<file path="src/rtl/sgi_irq_ctrl.sv">
// Per-tile interrupt controller: latches SGI strobes and external IRQ rising
// edges into a pending vector, applies an enable mask and presents the
// lowest-numbered enabled source to the core via req/ack/eoi.
module sgi_irq_ctrl #(
  parameter int unsigned IRQ_NUM_POW = 4,
  localparam int unsigned IRQ_NUM = 2 ** IRQ_NUM_POW
) (
  input  logic                   clk_i,
  input  logic                   rst_i,
  input  logic                   sgi_req_i,
  input  logic [IRQ_NUM_POW-1:0] sgi_code_bi,
  input  logic [IRQ_NUM-1:0]     irq_bi,
  input  logic                   mask_we_i,
  input  logic [IRQ_NUM-1:0]     mask_wdata_bi,
  output logic [IRQ_NUM-1:0]     mask_bo,
  output logic [IRQ_NUM-1:0]     pending_bo,
  output logic                   irq_req_o,
  output logic [IRQ_NUM_POW-1:0] irq_code_bo,
  input  logic                   irq_ack_i,
  input  logic                   irq_eoi_i,
  output logic                   busy_o
);

  typedef enum logic [1:0] {StIdle, StReq, StService} state_e;

  state_e                 state_q, state_d;
  logic [IRQ_NUM-1:0]     pending_q, pending_d;
  logic [IRQ_NUM-1:0]     mask_q, mask_d;
  logic [IRQ_NUM-1:0]     irq_prev_q;
  logic [IRQ_NUM_POW-1:0] code_q, code_d;
  logic                   req_q, req_d;

  logic [IRQ_NUM-1:0]     ev;
  logic [IRQ_NUM-1:0]     clr;
  logic [IRQ_NUM-1:0]     cand;
  logic [IRQ_NUM_POW-1:0] winner;

  // Event detection, pending/mask next state and fixed-priority selection
  always_comb begin
    ev = irq_bi & ~irq_prev_q;
    if (sgi_req_i) begin
      ev = ev | (IRQ_NUM'(1) << sgi_code_bi);
    end
    // Set wins over clear on the same bit
    pending_d = (pending_q & ~clr) | ev;
    mask_d    = mask_we_i ? mask_wdata_bi : mask_q;
    cand      = pending_q & mask_q;
    winner    = '0;
    // Scan downwards so the lowest set index is written last
    for (int i = IRQ_NUM - 1; i >= 0; i--) begin
      if (cand[i]) begin
        winner = IRQ_NUM_POW'(i);
      end
    end
  end

  // FSM state register
  always_ff @(posedge clk_i or posedge rst_i) begin
    if (rst_i) begin
      state_q <= StIdle;
    end else begin
      state_q <= state_d;
    end
  end

  // FSM next-state logic; ack has priority over eoi while in REQ
  always_comb begin
    state_d = state_q;
    case (state_q)
      StIdle:    if (|cand)     state_d = StReq;
      StReq:     if (irq_ack_i) state_d = StService;
      StService: if (irq_eoi_i) state_d = StIdle;
      default:                  state_d = StIdle;
    endcase
  end

  // FSM outputs: code capture, pending clear on accept, registered request
  always_comb begin
    code_d = code_q;
    clr    = '0;
    case (state_q)
      StIdle:  if (|cand)     code_d = winner;
      StReq:   if (irq_ack_i) clr = IRQ_NUM'(1) << code_q;
      default: ;
    endcase
    req_d  = (state_d == StReq);
    busy_o = (state_q != StIdle);
  end

  // Datapath registers
  always_ff @(posedge clk_i or posedge rst_i) begin
    if (rst_i) begin
      pending_q  <= '0;
      mask_q     <= '0;
      irq_prev_q <= '0;
      code_q     <= '0;
      req_q      <= 1'b0;
    end else begin
      pending_q  <= pending_d;
      mask_q     <= mask_d;
      irq_prev_q <= irq_bi;
      code_q     <= code_d;
      req_q      <= req_d;
    end
  end

  assign mask_bo     = mask_q;
  assign pending_bo  = pending_q;
  assign irq_req_o   = req_q;
  assign irq_code_bo = code_q;

endmodule

</file>
<file path="config.mk">
export PLATFORM = sky130hd
export DESIGN_NAME = sgi_irq_ctrl
export DESIGN_NICKNAME = d
export VERILOG_FILES = /design/src/rtl/sgi_irq_ctrl.sv
export SDC_FILE = /design/constraint.sdc
export NUM_CORES = 1
export LEC_CHECK = 0
export ABC_AREA = 0
export CORE_MARGIN = 5
export CORE_UTILIZATION = 25
export DETAILED_ROUTE_END_ITERATION = 6
export SETUP_SLACK_MARGIN = 0.5
export SLEW_MARGIN = 20
export SYNTH_ARGS = -nofsm -noshare
export SYNTH_HDL_FRONTEND = slang
export SYNTH_SLANG_ARGS = --single-unit
</file>
<file path="constraint.sdc">
create_clock -name clk_i -period 2 [get_ports clk_i]
set_input_delay 0.2 -clock clk_i [delete_from_list [all_inputs] [get_ports clk_i]]
set_output_delay 0.2 -clock clk_i [all_outputs]
set_load 0.01 [all_outputs]
</file>
## After elaboration in Yosys (flattened, before gate mapping)

Cells that the tools add are included.

- ROM bits: 0
- Input bits: 42
- Output and inout port bits: 38
- Memory bits (writable): 0
- Bits in latches: 0
- Memories: 0
- Logic and storage cells: 45
- Bits in registers: 55

- Muxes and demuxes: 23
- Bitwise gates (word level): 7
- Div/mod/pow operators: 0
- Order comparisons: 0
- Shifts and indexed selects: 2
- $add $sub $neg: 0
- Reduce and logical (&&, ||, !) cells: 4
- Eq/ne operators: 3
- Multiply operators: 0

Operators by type and width:

| kind | number |
|---|---|
| $mux 4 | 16 |
| $and 16x16->16 | 3 |
| $mux 16 | 3 |
| $not 16->16 | 2 |
| $or 16x16->16 | 2 |
| $shl 1x4->16 const A | 2 |
| $reduce_or 16->1 | 1 |
| $mux 2 | 3 |
| $pmux 2 s3 | 1 |
| $eq 2x1->1 const B | 2 |
| $eq 2x2->1 const B | 1 |
| $logic_not 2->1 | 1 |
| $reduce_and 2->1 | 1 |
| $reduce_bool 2->1 | 1 |

## Longest topological paths before layout

- Word-level depth: 17
- Depth in mapped cells: 5
- Mapped depth without buffers: 5

## Least setup slack after synthesis

Ideal clock, no wire load.

- Path kind: flip-flop to flip-flop
- Start: register pending_q[4] (netlist: pending_bo[4])
- End: register code_q[0] (netlist: irq_code_bo[0])
- Buffers on the path: 0
- Required time: 1875 ps
- Clock period less this slack: 1528 ps
- Library setup time: 125 ps
- Data arrival time: 1403 ps
- Slack: 472 ps
- Cell stages (with the launch flop): 6
- Path through: dfrtp_1 > a22o_2 > nor2b_4 > nand2_2 > o21ai_4 > mux2_4

- Longest elaborated chain between the ends: 6
- Elaborated cells on any way between the ends: 8
- Classes of those cells: mux (5); bitwise (1); reduce/logical (2)

RTL lines:

| element | RTL line | RTL |
|---|---|---|
| start, declared | 27 | `logic [IRQ_NUM-1:0] pending_q, pending_d;` |
| start signal, assigned | 99 | `pending_q <= pending_d;` |
| $and 16x16->16 (*) | 47 | `cand = pending_q & mask_q;` |
| $mux 4 (5 in series) | 51 | `if (cand[i]) begin` |
| end signal, assigned | 102 | `code_q <= code_d;` |
| end, declared | 30 | `logic [IRQ_NUM_POW-1:0] code_q, code_d;` |

Mark *: on every way between the ends. The rest lies on a longest branch, timed or not.
A chain may end at the register's enable or synchronous reset.

## Worst setup path after layout

- Start: register pending_q[5] (netlist: pending_bo[5])
- End: register code_q[0] (netlist: irq_code_bo[0])

- Longest elaborated chain between the ends: 7
- Elaborated cells on any way between the ends: 9
- Classes of those cells: mux (6); bitwise (1); reduce/logical (2)

RTL lines:

| element | RTL line |
|---|---|
| $and 16x16->16 (*) | 47 |
| $mux 4 (6 in series) | 51 |

Marks and branches as above.

==> summary.md <==
| Metric | Value |
|---|---|
| H-tree levels | 2 |
| R2R depth | 5 |
| Die area | 0.0115 mm2 |
| Max IR drop VDD | 0.364 mV |
| Final worst slack | 0.433 ns |
| Cells along the critical path | a22o_2 > nor2b_4 > nand2_4 > o21ai_4 > mux2_4 |
| Class of the worst hold path | primary input to async pin |
| Fin. Hold Viols | 0 |
| Clock latency on the worst-skew pair | 0.31 ns |
| Cell area power density | 923 mW/mm2 |
| Max Fclk | 638 MHz |
| DIE HEIGHT | 107 um |
| Clock sink count | 55 |
| Drt drc | 0 |
| Switching power | 1.13 mW |
| Final min period | 1.57 ns |
| Synthesized area per cell | 12.0 um2 |
| Max_cap viols | 0 |
| Layout cells sized above 1 | 0.302 |
| Top_reg_cell synth | dfrtp_1 |
| Clk slew on worst S/H paths | 0.10 ns |
| Status | finished, final reports clean |
| Final period util | 0.783 |
| Worst path arrival time | 1.77 ns |
| Synthesized flop and latch total | 55 |
| Synthesized Nets | 239 |
| Flop-to-flop setup slack | 0.43 ns |
| Largest net degree at the start of global routing | 36 |
| Critical path class | flip-flop to flip-flop |
| Core footprint | 0.00924 mm2 |
| Wire per inst | 16.3 um |
| Crit path max-delay cell type | dfrtp_1 |
| R2R Path Start | pending_bo[5]$_DFF_PP0_ |
| Power Total | 3.46 mW |
| Vias per cell | 4.50 |
| Mapped cell area | 0.00236 mm2 |
| Buffers on Ports | 79 |
| Most frequent cells in the layout | 48 x dfrtp_1, 44 x clkdlybuf4s50_1, 26 x buf_4 |
| CTS max path bufs | 2 |
| GP Congestion | 0.761 |
| Switching Share | 0.326 |
| Drt first pass iters | 4 |
| Distinct cells, synth | 39 |
| Crit-path max cell delay | 0.47 ns |
| Setup crit end kind | flip-flop |
| Width of the die | 107 um |
| Initial Utilization | 0.256 |
| Slew headroom | 0.671 |
| Setup violators final | 0 |
| DR iter-0 viols | 94 |
| Fin. max-slew vios | 0 |
| Synth async-reset ratio | 1.00 |
| Worst-margin pin slew | 0.492 ns |
| Most common cell after layout, fill and taps aside | dfrtp_1 |
| Ys Warns | 0 |
| Num CTS Buffers | 5 |
| Clk Tree Root Cell | clkbuf_8 |
| Vias in the first global route | 2056 |
| Post-synthesis instance total | 197 |
| Initial antenna violation count | 0 |
| Register share of total power | 0.416 |
| N_diodes | 0 |
| Final TNS setup | 0 ns |
| Global-route wire length before repair | 11.2 mm |
| Clock Skews | 0.00736 ns |
| Global route overflow | 0 |
| Area Growth Syn to Fin | 58.5% |
| Unrepaired setup endpoints after global routing | yes |
| CP Launch Type | flip-flop |
| Combinational share of power | 0.389 |
| EDFF count, synth | 0 |
| Drt total wl | 7.16 mm |
| Pre-CTS setup slack | 0.270 ns |
| Hold WS | 0.250 ns |
| CP max FO | 5 |
| Crit path launch | pending_bo[5]$_DFF_PP0_ |
| Req. time, crit path | 2.20 ns |
| CTS tree | yes |
| I/O pin cnt | 80 |
| Layout fillers | 895 |
| Routed vias | 1980 |
| Nets | 352 |
| HPWL Detailed | 5.40 mm |
| ANT nets after route | 0 |
| FP Rows | 35 |
| Clock power frac | 0.195 |
| Leak | 1.63 nW |
| Post-synthesis sequential area ratio | 0.582 |
| Final cell utilization of the core | 0.406 |
| Worst r2r dst | irq_code_bo[0]$_DFFE_PP0P_ |
| Internal Pwr Total | 2.33 mW |
| Gr usage total | 0.127 |
-- kinds of logic after synthesis --
group | count (synthesis) | share of synthesized area
DFF | 55 | 0.582
and+or+nand+nor | 44 | 0.110
AOI/OAI and AO/OA | 57 | 0.179
muxes | 19 | 0.0932
buffers and inverters | 22 | 0.0355
-- Yosys cell counts (2+ instances only) --
| cell | number | area (um2) |
|---|---|---|
| a21oi_1 | 5 | 25.0 |
| a22o_1 | 3 | 26.3 |
| a22oi_1 | 2 | 15.0 |
| and2_1 | 2 | 12.5 |
| dfrtp_1 | 55 | 1380 |
| inv_1 | 20 | 75.1 |
| mux2_2 | 16 | 180 |
| mux2_4 | 2 | 30.0 |
| nand2_1 | 14 | 52.6 |
| nand2_2 | 2 | 12.5 |
| nand2b_1 | 5 | 31.3 |
| nand3_1 | 4 | 20.0 |
| nand3b_1 | 3 | 22.5 |
| nor2_1 | 5 | 18.8 |
| o21ai_0 | 18 | 90.1 |
| o21ai_1 | 2 | 10.0 |
| o221ai_1 | 16 | 140 |
| or2_2 | 2 | 12.5 |
-- per-layer routing --
metal	routed length [um]	GRT usage
met3	546	0.0433
met4	60	0.0301
met5	0	0
met1	3120	0.165
met2	3430	0.202
-- critical path: cells and delay by family, from the launching register on --
family             cells  cell delay [ns]
AOI/OAI and AO/OA      2             0.48
DFF                    1             0.47
muxes                  1             0.31
and+or+nand+nor        2             0.21
-- state kept, by name (all words and copies together) (netlist names) --
name,cells
irq_code_bo,4
irq_prev_q,16
irq_req_o,1
mask_bo,16
pending_bo,16
state_q,2
-- stage by stage --
stage,cell area (um2),instances
after floorplan,2380,197
after global placement,3350,405
after detailed placement,3350,405
after CTS,3560,427
after global routing,3750,440
final,3750,440
-- cell type report --
type                    instances  area, um2  area share
clock buffers                   8        100      0.0267
inverters                      20       78.8      0.0210
multi-input cells             120        988       0.264
flip-flops and latches         55       1390       0.370
well taps                     129        161      0.0431
repair buffers                108       1030       0.276
-- how the worst max path moves through the flow --
stage,to,slack [ns]
2_1_floorplan,irq_code_bo[0]$_DFFE_PP0P_,0.47
3_3_place_gp,pending_bo[3]$_DFF_PP0_,0.29
3_5_place_dp,pending_bo[3]$_DFF_PP0_,0.27
4_1_cts,pending_bo[7],0.43
5_1_grt,irq_code_bo[1]$_DFFE_PP0P_,0.38
6_report,irq_code_bo[0]$_DFFE_PP0P_,0.43
-- power by group through the flow --
stage,clock (mW),combinational [mW],sequential (mW)
after floorplan,0,0.484,1.49
after CTS,0.701,1.19,1.46
after detailed placement,0,1.03,1.49
final,0.674,1.34,1.44
after global placement,0,1.01,1.49
after global routing,0.739,1.45,1.46
-- repair_timing --
action,in CTS,in global routing
pin swaps,5,9
resized for setup,32,47
hold buffers,0,0
setup buffers,14,13
endpoints found under the setup margin,34,35
(Power assumes the default switching activity.)
